### config.mk
export PLATFORM = sky130hd
export DESIGN_NAME = mem_port_arbiter_flat
export DESIGN_NICKNAME = d
export VERILOG_FILES = /design/src/rtl/mem_port_arbiter_if.sv /design/src/rtl/mem_port_arbiter.sv /design/src/flat_wrapper.sv
export SDC_FILE = /design/constraint.sdc
export NUM_CORES = 1
export LEC_CHECK = 0
export ABC_AREA = 1
export CAP_MARGIN = 10
export CORE_ASPECT_RATIO = 0.7
export CORE_MARGIN = 2
export CORE_UTILIZATION = 30
export CTS_CLUSTER_SIZE = 12
export DETAILED_ROUTE_END_ITERATION = 8
export PLACE_DENSITY = 0.68
export SLEW_MARGIN = 40
export SYNTH_ARGS = -nofsm -noshare
export SYNTH_HDL_FRONTEND = slang
export SYNTH_SLANG_ARGS = --single-unit
### constraint.sdc
create_clock -name clk -period 1.3 [get_ports clk]
set_input_delay 0.39 -clock clk [delete_from_list [all_inputs] [get_ports clk]]
set_output_delay 0.39 -clock clk [all_outputs]
set_load 0.01 [all_outputs]
### src/rtl/mem_port_arbiter_if.sv
// Bundle between the fetch/data requesters, the arbiter and a single-port synchronous memory.
// slave = arbiter view, master = requester/memory environment view.
interface mem_port_arbiter_if #(
    parameter int DATA_WIDTH = 16,
    parameter int ADDR_WIDTH = 10
);
    logic                  if_req;
    logic [ADDR_WIDTH-1:0] if_addr;
    logic [DATA_WIDTH-1:0] if_rdata;
    logic                  if_done;
    logic                  d_req;
    logic                  d_we;
    logic [ADDR_WIDTH-1:0] d_addr;
    logic [DATA_WIDTH-1:0] d_wdata;
    logic [DATA_WIDTH-1:0] d_rdata;
    logic                  d_done;
    logic [ADDR_WIDTH-1:0] mem_addr;
    logic [DATA_WIDTH-1:0] mem_data;
    logic                  mem_we;
    logic [DATA_WIDTH-1:0] mem_q;
    logic                  busy;

    modport slave (
        input  if_req, if_addr, d_req, d_we, d_addr, d_wdata, mem_q,
        output if_rdata, if_done, d_rdata, d_done, mem_addr, mem_data, mem_we, busy
    );

    modport master (
        output if_req, if_addr, d_req, d_we, d_addr, d_wdata, mem_q,
        input  if_rdata, if_done, d_rdata, d_done, mem_addr, mem_data, mem_we, busy
    );
endinterface

### src/rtl/mem_port_arbiter.sv
// Two-requester (fetch / data) arbiter for one single-port synchronous memory, 3-cycle fixed latency.
// Define MEMARB_ROUND_ROBIN_EN for round-robin on simultaneous requests; default is data-over-fetch priority.
module mem_port_arbiter #(
    parameter int DATA_WIDTH = 16,
    parameter int ADDR_WIDTH = 10
) (
    input  logic              clk,
    input  logic              reset_n,
    mem_port_arbiter_if.slave bus
);
    typedef enum logic [1:0] {
        S_IDLE = 2'd0,
        S_ACC  = 2'd1,
        S_RSP  = 2'd2
    } state_t;

    localparam logic OWN_IF = 1'b0;
    localparam logic OWN_D  = 1'b1;

    state_t                state_q, state_d;
    logic                  owner_q, owner_d;
    logic                  we_q, we_d;
    logic [ADDR_WIDTH-1:0] addr_q, addr_d;
    logic [DATA_WIDTH-1:0] wdata_q, wdata_d;
    logic                  mem_we_q, mem_we_d;
    logic                  busy_q, busy_d;
    logic                  if_done_q, if_done_d;
    logic                  d_done_q, d_done_d;
    logic [DATA_WIDTH-1:0] if_rdata_q, if_rdata_d;
    logic [DATA_WIDTH-1:0] d_rdata_q, d_rdata_d;
    logic                  grant_is_d;
`ifdef MEMARB_ROUND_ROBIN_EN
    logic                  last_q, last_d;
`endif

    // Winner selection among the currently asserted requests.
    always_comb begin
`ifdef MEMARB_ROUND_ROBIN_EN
        if (bus.if_req && bus.d_req) begin
            grant_is_d = ~last_q;
        end else begin
            grant_is_d = bus.d_req;
        end
`else
        grant_is_d = bus.d_req;
`endif
    end

    // Next-state and next-output logic for the IDLE -> ACC -> RSP sequence.
    always_comb begin
        state_d    = state_q;
        owner_d    = owner_q;
        we_d       = we_q;
        addr_d     = addr_q;
        wdata_d    = wdata_q;
        mem_we_d   = 1'b0;
        busy_d     = busy_q;
        if_done_d  = 1'b0;
        d_done_d   = 1'b0;
        if_rdata_d = if_rdata_q;
        d_rdata_d  = d_rdata_q;
`ifdef MEMARB_ROUND_ROBIN_EN
        last_d     = last_q;
`endif
        case (state_q)
            S_IDLE: begin
                if (bus.if_req || bus.d_req) begin
                    state_d  = S_ACC;
                    busy_d   = 1'b1;
                    owner_d  = grant_is_d ? OWN_D : OWN_IF;
`ifdef MEMARB_ROUND_ROBIN_EN
                    last_d   = grant_is_d;
`endif
                    if (grant_is_d) begin
                        addr_d   = bus.d_addr;
                        we_d     = bus.d_we;
                        wdata_d  = bus.d_wdata;
                        mem_we_d = bus.d_we;
                    end else begin
                        addr_d   = bus.if_addr;
                        we_d     = 1'b0;
                    end
                end else begin
                    state_d = S_IDLE;
                    busy_d  = 1'b0;
                end
            end
            S_ACC: begin
                // Memory samples addr/we at the end of this cycle; mem_q is valid during RSP.
                state_d = S_RSP;
            end
            S_RSP: begin
                state_d = S_IDLE;
                busy_d  = 1'b0;
                if (owner_q == OWN_D) begin
                    d_done_d = 1'b1;
                    if (!we_q) begin
                        d_rdata_d = bus.mem_q;
                    end else begin
                        d_rdata_d = d_rdata_q;
                    end
                end else begin
                    if_done_d  = 1'b1;
                    if_rdata_d = bus.mem_q;
                end
            end
            default: begin
                state_d = S_IDLE;
                busy_d  = 1'b0;
            end
        endcase
    end

    // State and output registers; reset aborts any transaction in flight.
    always_ff @(posedge clk or negedge reset_n) begin
        if (!reset_n) begin
            state_q    <= S_IDLE;
            owner_q    <= OWN_IF;
            we_q       <= 1'b0;
            addr_q     <= {ADDR_WIDTH{1'b0}};
            wdata_q    <= {DATA_WIDTH{1'b0}};
            mem_we_q   <= 1'b0;
            busy_q     <= 1'b0;
            if_done_q  <= 1'b0;
            d_done_q   <= 1'b0;
            if_rdata_q <= {DATA_WIDTH{1'b0}};
            d_rdata_q  <= {DATA_WIDTH{1'b0}};
`ifdef MEMARB_ROUND_ROBIN_EN
            last_q     <= OWN_IF;
`endif
        end else begin
            state_q    <= state_d;
            owner_q    <= owner_d;
            we_q       <= we_d;
            addr_q     <= addr_d;
            wdata_q    <= wdata_d;
            mem_we_q   <= mem_we_d;
            busy_q     <= busy_d;
            if_done_q  <= if_done_d;
            d_done_q   <= d_done_d;
            if_rdata_q <= if_rdata_d;
            d_rdata_q  <= d_rdata_d;
`ifdef MEMARB_ROUND_ROBIN_EN
            last_q     <= last_d;
`endif
        end
    end

    assign bus.mem_addr = addr_q;
    assign bus.mem_data = wdata_q;
    assign bus.mem_we   = mem_we_q;
    assign bus.busy     = busy_q;
    assign bus.if_done  = if_done_q;
    assign bus.d_done   = d_done_q;
    assign bus.if_rdata = if_rdata_q;
    assign bus.d_rdata  = d_rdata_q;
endmodule

### src/flat_wrapper.sv
// flat-port wrapper written by rule: the top's interface ports become plain ports
module mem_port_arbiter_flat 
#(
    parameter int DATA_WIDTH = 16,
    parameter int ADDR_WIDTH = 10
)
  (clk, reset_n, bus_if_req, bus_if_addr, bus_d_req, bus_d_we, bus_d_addr, bus_d_wdata, bus_mem_q, bus_if_rdata, bus_if_done, bus_d_rdata, bus_d_done, bus_mem_addr, bus_mem_data, bus_mem_we, bus_busy);
  mem_port_arbiter_if #(.DATA_WIDTH(DATA_WIDTH), .ADDR_WIDTH(ADDR_WIDTH)) bus_i ();
  input  logic clk;
  input  logic reset_n;
  input wire logic [$bits(bus_i.if_req)-1:0] bus_if_req;
  input wire logic [$bits(bus_i.if_addr)-1:0] bus_if_addr;
  input wire logic [$bits(bus_i.d_req)-1:0] bus_d_req;
  input wire logic [$bits(bus_i.d_we)-1:0] bus_d_we;
  input wire logic [$bits(bus_i.d_addr)-1:0] bus_d_addr;
  input wire logic [$bits(bus_i.d_wdata)-1:0] bus_d_wdata;
  input wire logic [$bits(bus_i.mem_q)-1:0] bus_mem_q;
  output wire logic [$bits(bus_i.if_rdata)-1:0] bus_if_rdata;
  output wire logic [$bits(bus_i.if_done)-1:0] bus_if_done;
  output wire logic [$bits(bus_i.d_rdata)-1:0] bus_d_rdata;
  output wire logic [$bits(bus_i.d_done)-1:0] bus_d_done;
  output wire logic [$bits(bus_i.mem_addr)-1:0] bus_mem_addr;
  output wire logic [$bits(bus_i.mem_data)-1:0] bus_mem_data;
  output wire logic [$bits(bus_i.mem_we)-1:0] bus_mem_we;
  output wire logic [$bits(bus_i.busy)-1:0] bus_busy;
  assign bus_i.if_req = bus_if_req;
  assign bus_i.if_addr = bus_if_addr;
  assign bus_i.d_req = bus_d_req;
  assign bus_i.d_we = bus_d_we;
  assign bus_i.d_addr = bus_d_addr;
  assign bus_i.d_wdata = bus_d_wdata;
  assign bus_i.mem_q = bus_mem_q;
  assign bus_if_rdata = bus_i.if_rdata;
  assign bus_if_done = bus_i.if_done;
  assign bus_d_rdata = bus_i.d_rdata;
  assign bus_d_done = bus_i.d_done;
  assign bus_mem_addr = bus_i.mem_addr;
  assign bus_mem_data = bus_i.mem_data;
  assign bus_mem_we = bus_i.mem_we;
  assign bus_busy = bus_i.busy;
  mem_port_arbiter #(.DATA_WIDTH(DATA_WIDTH), .ADDR_WIDTH(ADDR_WIDTH)) u_core (.clk(clk), .reset_n(reset_n), .bus(bus_i));
endmodule
==> impl_metrics.yaml <==
run_status:
  outcome: "complete, no violations"
layout:
  drive_gt1_frac: 0.238
  nets: 498
  mostFrequentLayoutCell: "nand2_1"
  layout_common_cells: "nand2_1, dfrtp_1, buf_2, clkdlybuf4s50_1"
  num_antenna_cells: 0
  fin_util: 0.486
  syn_to_final_growth_pct: 54.7
  n_fill_cell: 847
floorplanning:
  io_pins: 119
  die_area_mm2: 0.00978
  start_util: 0.314
  core_area_mm2: 0.00858
  die_h_um: 83.3
  rows: 28
  fp.dieW_um: 117
placement:
  dp_hpwl_um: 5310
  gp_congestion: 0.735
  port_buffers: 118
worst_setup_path:
  crit_arrival_ns: 1.45
  rrSetupSlack_ns: 0.13
  cp_top_family: "buffers and inverters"
  worstPathCellList: "clkdlybuf4s50_1 > buf_4 > nand2_4 > nand2_1 > nand2_1"
  worstPathRequired_ns: 1.50
  path_max_fanout: 17
  crit_top_cell: "nand2_1"
  critPathBufInv: 2
  r2r_end: "u_core.bus.mem_addr[9]"
  crit_path_start_kind: "input port"
  cp-end-kind: "flip-flop"
  worstRegToRegCells: 6
  cpPeakStageDelay_ns: 0.54
  path_class: "input port to flip-flop"
  slowest_stage: "clkdlybuf4s50_1"
  r2r_start: "u_core.state_q[0]"
synth:
  synthCells: 307
  synth_mux_area_frac: 0
  ys_ff_latch: 66
  synth_top_family_by_area: "simple AND/OR/NAND/NOR gates"
  synth-adder-area-share: 0
  syn-num-nets: 364
  ys_seq_area_frac: 0.612
  synth_compound_area_frac: 0.0255
  syn_area_mm2: 0.00270
  avgSynthCellArea_um2: 8.79
  synth_xor_area_frac: 0
  synth-simple-area-share: 0.308
  yosysWarningCount: 0
  ys_types: 19
routing:
  final_antenna_net_count: 0
  vias_per_cell: 4.30
  drc_errors: 0
  drtIter0Drc: 116
  first_pass_iters: 4
  wl_per_cell_um: 13.1
  vias: 2434
  wirelength_um: 7410
cts:
  htreeDepth: 3
  cts.path.max_buffers: 2
  root_buffer: "clkbuf_16"
  cts_buffers: 9
  tritoncts: "built"
  numClockSinks: 66
  clock_latency_ns: 0.32
  clk_pin_slew_worst_paths_ns: 0.05
flow_run:
  cap_violations: 0
grt:
  antenna_found_initial: 0
  grt_pass1_vias: 2513
  grt_overflow: 0
  grt_max_degree: 67
  grt_usage: 0.157
  grt_pass1_wl_um: 12600
timing:
  slew_headroom: 0.769
  fin_crit_ns: 1.25
  fin_setup_tns_ns: 0
  hold_violations: 0
  setup_violations: 0
  drv_slew: 0
  fmaxAchievable_mhz: 800
  rsz0062_at_grt: "yes"
  final.period_utilization: 0.961
  tightest_slew_ns: 0.346
  fin_skew_ns: 0.00361
pwr:
  peakVddDrop_mv: 1.08
  p_leak_uw: 0.00225
  powerDensity_mw_per_mm2: 2460
min_path:
  hold_path.class: "input port to asynchronous set/reset pin"
worst max path at each step:
| stage | cells past startpoint | to | start |
|---|---|---|---|
| floorplan | 5 | u_core.bus.mem_addr[0] | u_core.state_q[0] |
| global placement | 5 | u_core.bus.mem_data[5] | bus_d_req |
| detailed placement | 5 | u_core.bus.mem_data[3] | bus_d_req |
| CTS | 1 | bus_mem_we | u_core.bus.mem_we |
| global route | 5 | u_core.bus.mem_data[4] | bus_d_req |
| finish | 5 | u_core.bus.mem_data[11] | bus_d_req |
Yosys cell counts, drive strengths merged:
library cell	instances	area [µm²]
nand4	17	106
nand2	157	604
clkinv	2	8.75
inv	14	52.6
nor2	5	28.8
clkbuf	3	11.3
nand3	17	85.1
nor3	1	5.00
o21ai	13	68.8
buf	12	75.1
dfrtp	66	1650
kinds of logic (layout without fill, tap and decap cells):
group,Yosys count,in the layout
simple gates,197,197
flops,66,66
buf+inv,31,170
compound gates,13,13
cell type report:
class	count	area [µm²]	share of cell area
clock buffer	11	253	0.0606
clock inverter	5	100	0.0240
inverter	16	62.6	0.0150
multi-input combinational	210	903	0.216
sequential	66	1650	0.396
tap	120	150	0.0360
timing repair buffer	138	1050	0.252
where the power goes:
group	switching (µW)	internal (µW)
Sequential	573	3030
Clock	838	1970
Combinational	2220	1610
Total	3630	6620
stage by stage:
stage               total power (µW)  cell area [µm²]  std cells  setup WS (ns)  hold slack [ns]
finish                         10200             4170        566         0.0507           0.0914
global route                   11000             4170        566        -0.0199            0.126
CTS                            10400             4170        566       0.000428           0.0934
detailed placement              8290             4090        545         -0.278            0.435
global placement                8180             4090        545         -0.224            0.430
floorplan                       5550             2700        307         0.0937           0.0944
what timing repair did:
action	in CTS	in global routing
buffers inserted	5	0
hold buffers	0	0
endpoints found under the setup margin	62	16
gates resized for setup	247	3
worst register-to-register path, cell delays in order, from the launching register on:
cell,delay (ns)
dfrtp_1,0.45
inv_1,0.12
nand2_1,0.06
nor2_1,0.13
buf_4,0.20
nand2_1,0.07
nand2_1,0.08
state kept, by name, indices dropped and copies added (netlist names):
| register | cells |
|---|---|
| u_core.bus.if_rdata | 16 |
| u_core.state_q | 2 |
| u_core.bus.busy | 1 |
| u_core.bus.mem_data | 16 |
| u_core.bus.if_done | 1 |
| u_core.we_q | 1 |
| u_core.bus.d_done | 1 |
| u_core.bus.mem_we | 1 |
| u_core.bus.d_rdata | 16 |
| u_core.owner_q | 1 |
| u_core.bus.mem_addr | 10 |
per-layer routing:
metal / vias to the layer above / routed length [µm] / GRT usage
met5: - / 0 / 0
met4: 0 / 30 / 0.0383
met3: 4 / 525 / 0.0522
met2: 78 / 3220 / 0.236
met1: 1119 / 3630 / 0.220
li1: 1233 / - / -
(Power assumes the default switching activity.)
